`config.mk`:
```
export PLATFORM = sky130hd
export DESIGN_NAME = serial_subtractor
export DESIGN_NICKNAME = d
export VERILOG_FILES = /design/src/rtl/serial_subtractor.sv
export SDC_FILE = /design/constraint.sdc
export NUM_CORES = 1
export LEC_CHECK = 0
export ABC_CLOCK_PERIOD_IN_PS = 3300
export BUFFER_PORTS_ARGS = -buffer_cell sky130_fd_sc_hd__buf_2
export CORE_MARGIN = 1.5
export CORE_UTILIZATION = 58
export CTS_CLUSTER_DIAMETER = 120
export DETAILED_ROUTE_END_ITERATION = 7
export GPL_ROUTABILITY_DRIVEN = 0
export PLACE_DENSITY_LB_ADDON = 0.15
export SETUP_SLACK_MARGIN = 0.02
export SYNTH_ARGS = -nofsm -noshare
export SYNTH_HDL_FRONTEND = slang
export SYNTH_SLANG_ARGS = --single-unit
export TNS_END_PERCENT = 50
```
`constraint.sdc`:
```
create_clock -name clk -period 3.3 [get_ports clk]
set_clock_uncertainty 0.15 [all_clocks]
set_input_delay 0.165 -clock clk [delete_from_list [all_inputs] [get_ports clk]]
set_output_delay 0.165 -clock clk [all_outputs]
set_load 0.02 [all_outputs]
```
`src/rtl/serial_subtractor.sv`:
```
// Bit-serial ripple subtractor: d = x - y - b_in, one bit per clock, LSB first.
// start/busy/done handshake; result registers update only when entering DONE.
module serial_subtractor #(
   parameter int WIDTH = 4
) (
   input  logic             clk,
   input  logic             rst_n,
   input  logic             start,
   input  logic [WIDTH-1:0] x,
   input  logic [WIDTH-1:0] y,
   input  logic             b_in,
   output logic             busy,
   output logic             done,
   output logic [WIDTH-1:0] d,
   output logic             b_out
);

   localparam int CW = $clog2(WIDTH + 1);

   typedef enum logic [1:0] {
      IDLE = 2'd0,
      RUN  = 2'd1,
      DONE = 2'd2
   } state_t;

   state_t           state;
   logic [WIDTH-1:0] sx;
   logic [WIDTH-1:0] sy;
   logic [WIDTH-1:0] sr;
   logic [CW-1:0]    cnt;
   logic             bor;

   logic             a;
   logic             b;
   logic             diff;
   logic             bor_nx;
   logic             last;
   logic [WIDTH-1:0] sr_nx;

   // One full-subtractor slice on the current operand LSBs
   always_comb begin
      a      = sx[0];
      b      = sy[0];
      diff   = a ^ b ^ bor;
      bor_nx = (~a & b) | (~(a ^ b) & bor);
      last   = (cnt == CW'(WIDTH - 1));
   end

   // New difference bit enters the result register at the MSB end
   if (WIDTH == 1) begin : g_w1
      assign sr_nx = diff;
   end else begin : g_wn
      assign sr_nx = {diff, sr[WIDTH-1:1]};
   end

   // Control FSM, datapath shift registers and registered outputs
   always_ff @(posedge clk or negedge rst_n) begin
      if (!rst_n) begin
         state <= IDLE;
         sx    <= '0;
         sy    <= '0;
         sr    <= '0;
         cnt   <= '0;
         bor   <= 1'b0;
         busy  <= 1'b0;
         done  <= 1'b0;
         d     <= '0;
         b_out <= 1'b0;
      end else begin
         done <= 1'b0;
         unique case (state)
            IDLE, DONE: begin
               if (start) begin
                  state <= RUN;
                  sx    <= x;
                  sy    <= y;
                  bor   <= b_in;
                  cnt   <= '0;
                  busy  <= 1'b1;
               end else begin
                  state <= IDLE;
                  busy  <= 1'b0;
               end
            end
            RUN: begin
               sr  <= sr_nx;
               sx  <= sx >> 1;
               sy  <= sy >> 1;
               bor <= bor_nx;
               cnt <= cnt + 1'b1;
               if (last) begin
                  state <= DONE;
                  busy  <= 1'b0;
                  done  <= 1'b1;
                  d     <= sr_nx;
                  b_out <= bor_nx;
               end
            end
            default: begin
               state <= IDLE;
               busy  <= 1'b0;
            end
         endcase
      end
   end

endmodule
```
==> run metrics <==
H-tree depth=1; Sink Count=24; CP cell instances=nor2b_4 -> mux2_2; crit path launch type=flip-flop; hold path depth=3; Commonest cells post-synth=24 x dfrtp_1, 9 x mux2_2, 9 x mux2i_1; Peak Freq=roughly 550 MHz; row count=15; Post-synth EDFFs=0; synthesized flop and latch total=24; final max-slew violation count=0; antenna violations before repair=0; static leakage=0.6467 nW; synthesized instance count=94; asr flop ratio synth=1.000; Residual DRC=0; P&R area growth vs syn=18.78%; number of global-route vias before repair=slightly above 700; Tmin final=about 1800 ps; Initial Util=0.6396; reg2reg start=state[0]; worst-path maximum fanout=26; Worst Hold Class=in -> reg; Required @ worst endpoint=around 3400 ps; Hold EP=sx[0]; top cells by area, synth=dfrtp_1 52%, mux2_2 8.8%, mux2i_1 7.8%; IO Port Bufs=18; FF/Latch Area=between 600 and 700 µm²; distinct cell type count of the synthesized netlist=22; Worst-path clk slew=about 140 ps; Worst Hold Margin=approximately 1.9 ps; top_reg_cell synth=dfrtp_1; n_diodes=0; maximum VDD drop=0.5661 mV; sequential cell area fraction in the yosys report=0.5212; root buffer cell=clkbuf_4; CTS tree=built; Via density=5.340; Critical R2R Capture=sr[3]; RSZ-0062 raised after global routing=no; top-area cell type share of the netlist area=0.5212; setup violators final=0; Cell Area, Placed=roughly 1200 µm²; Top delay family on crit path=flip-flops; grt total ovfl=0; Ys Warns=0; Final #Nets=approximately 140; top-count cell post-synth=dfrtp_1; Rel. slew slack=0.4656; GR Util met1=0.2549; multi-input logic area=~490 µm²; HPWL Detailed=1.323 mm; critical path arrival=roughly 1900 ps; kind of critical path=reg -> reg; Netlist Area Pre-Place=about 1200 µm²; 1st-iter DRT viols=7; vias=between 700 and 800; largest net degree at the start of global routing=27; worst slack, placed=approximately 1500 ps; io pins=19; fin area=between 1000 and 1500 µm²; die boundary height=roughly 48 µm; layout cells sized above 1=0.2773; met2 GRT Util=0.3135; PnR worst setup slack=1472 ps; R2R depth=2; final cycle utilization of the critical path=0.5538; Critical Path Max Stage Delay=a little under 900 ps; area leader, netlist=dfrtp_1; clock buffer depth=2; Least-Margin Pin Slew=801.6 ps; Crit. End Element=flip-flop; Finished Core Util=0.7597; r2r setup slk=1470 ps; Total Wirelength=slightly above 2 mm; DR pass1 iterations=4; GRT Max-Usage Layer=met2; worst skew pair latency=a little over 300 ps; Setup crit start=state[0]; FILL cells=between 100 and 150; Syn Area/Cell=~12 µm²; ANT nets after route=0; total track usage=0.1950; die area=~2300 µm²; hold path start=x[0]; status=finished, final reports clean; Worst path slowest cell=dfrtp_1; first-pass GRT wire length=between 3 and 4 mm; CTS Buf Count=3; max cap viols=0; pwr/cell area=just over 900 nW/µm²; Die Span X=47.58 µm; setup TNS=0 ps; wire per inst=14.01 µm; post-CTS setup buffers=0; Hold Violations, Final=0; buffer and inverter count on the worst path=0; Synth Net Count=between 100 and 150; core region area=about 1800 µm²; met3 usage=0.03396
[per-layer routing]
| layer | vias up | part of all wire |
|---|---|---|
| met3 | 4 | 0.027 |
| li1 | 383 | - |
| met2 | 16 | 0.47 |
| met5 | - | 0 |
| met4 | 0 | 0.017 |
| met1 | 366 | 0.48 |
[sequential cells by signal, indices dropped and copies added (netlist names)]
name,cells
bor,1
b_out,1
busy,1
state,2
sr,3
d,4
sy,4
done,1
sx,4
cnt,3
[layout by cell type, fill, tap and decap left out]
cell type / instances
nor2b_4: 1
clkbuf_4: 3
nand3b_1: 1
mux2i_1: 9
xnor2_1: 1
o22ai_1: 1
nor2_1: 1
dfrtp_1: 24
fa_1: 1
a211oi_1: 7
a22o_1: 3
a21oi_1: 7
nand3_1: 2
o21ai_0: 4
ha_1: 2
buf_2: 18
nor2b_1: 7
bufinv_16: 1
dlygate4sd3_1: 8
mux2_2: 9
nand2_1: 1
nand3b_4: 1
inv_1: 7
[final cells by class]
type,instances,share of cell area
sequential,24,0.4388
clock buffer,3,0.01645
timing repair buffer,26,0.1243
clock inverter,1,0.02194
inverter,7,0.01920
multi-input combinational,58,0.3565
tap,25,0.02285
[cells by family after synthesis]
group           Yosys count  share of synthesized area
mux                      18                     0.1661
buf+inv                  12                    0.05538
compound gates           22                     0.1216
flops                    24                     0.5212
xor+xnor                  1                   0.007602
simple gates             14                    0.08903
fa+ha+maj                 3                    0.03909
[power breakdown]
group          internal, mW  switching (mW)  total, mW  leakage [nW]
Combinational         0.269           0.224      0.493         0.326
Sequential            0.431           0.144      0.575         0.293
Clock                 0.123          0.0884      0.211        0.0279
[what timing repair did]
action / CTS / global route
hold endpoints to repair: 30 / 1
gates resized for setup: 0 / 0
hold buffers: 7 / 1
[worst max-delay path by stage]
stage               endpoint  cells past startpoint
floorplan               d[0]                      4
global placement       sr[3]                      2
detailed placement     sr[3]                      2
CTS                    sr[3]                      2
global route           sr[2]                      2
finish                 sr[3]                      2
[worst register-to-register path: cells and delay by family, from the launching register on]
family	cells	cell delay, ps
AND/OR/NAND/NOR	1	340
flip-flops	1	890
multiplexers	1	350
[per-stage QoR]
stage	instances	total power, mW
6_report	144	1.279
2_1_floorplan	94	0.9454
5_1_grt	144	1.363
4_1_cts	143	1.287
3_5_place_dp	132	1.070
3_3_place_gp	132	1.035
Note: power is estimated with default switching activity, not from simulation.
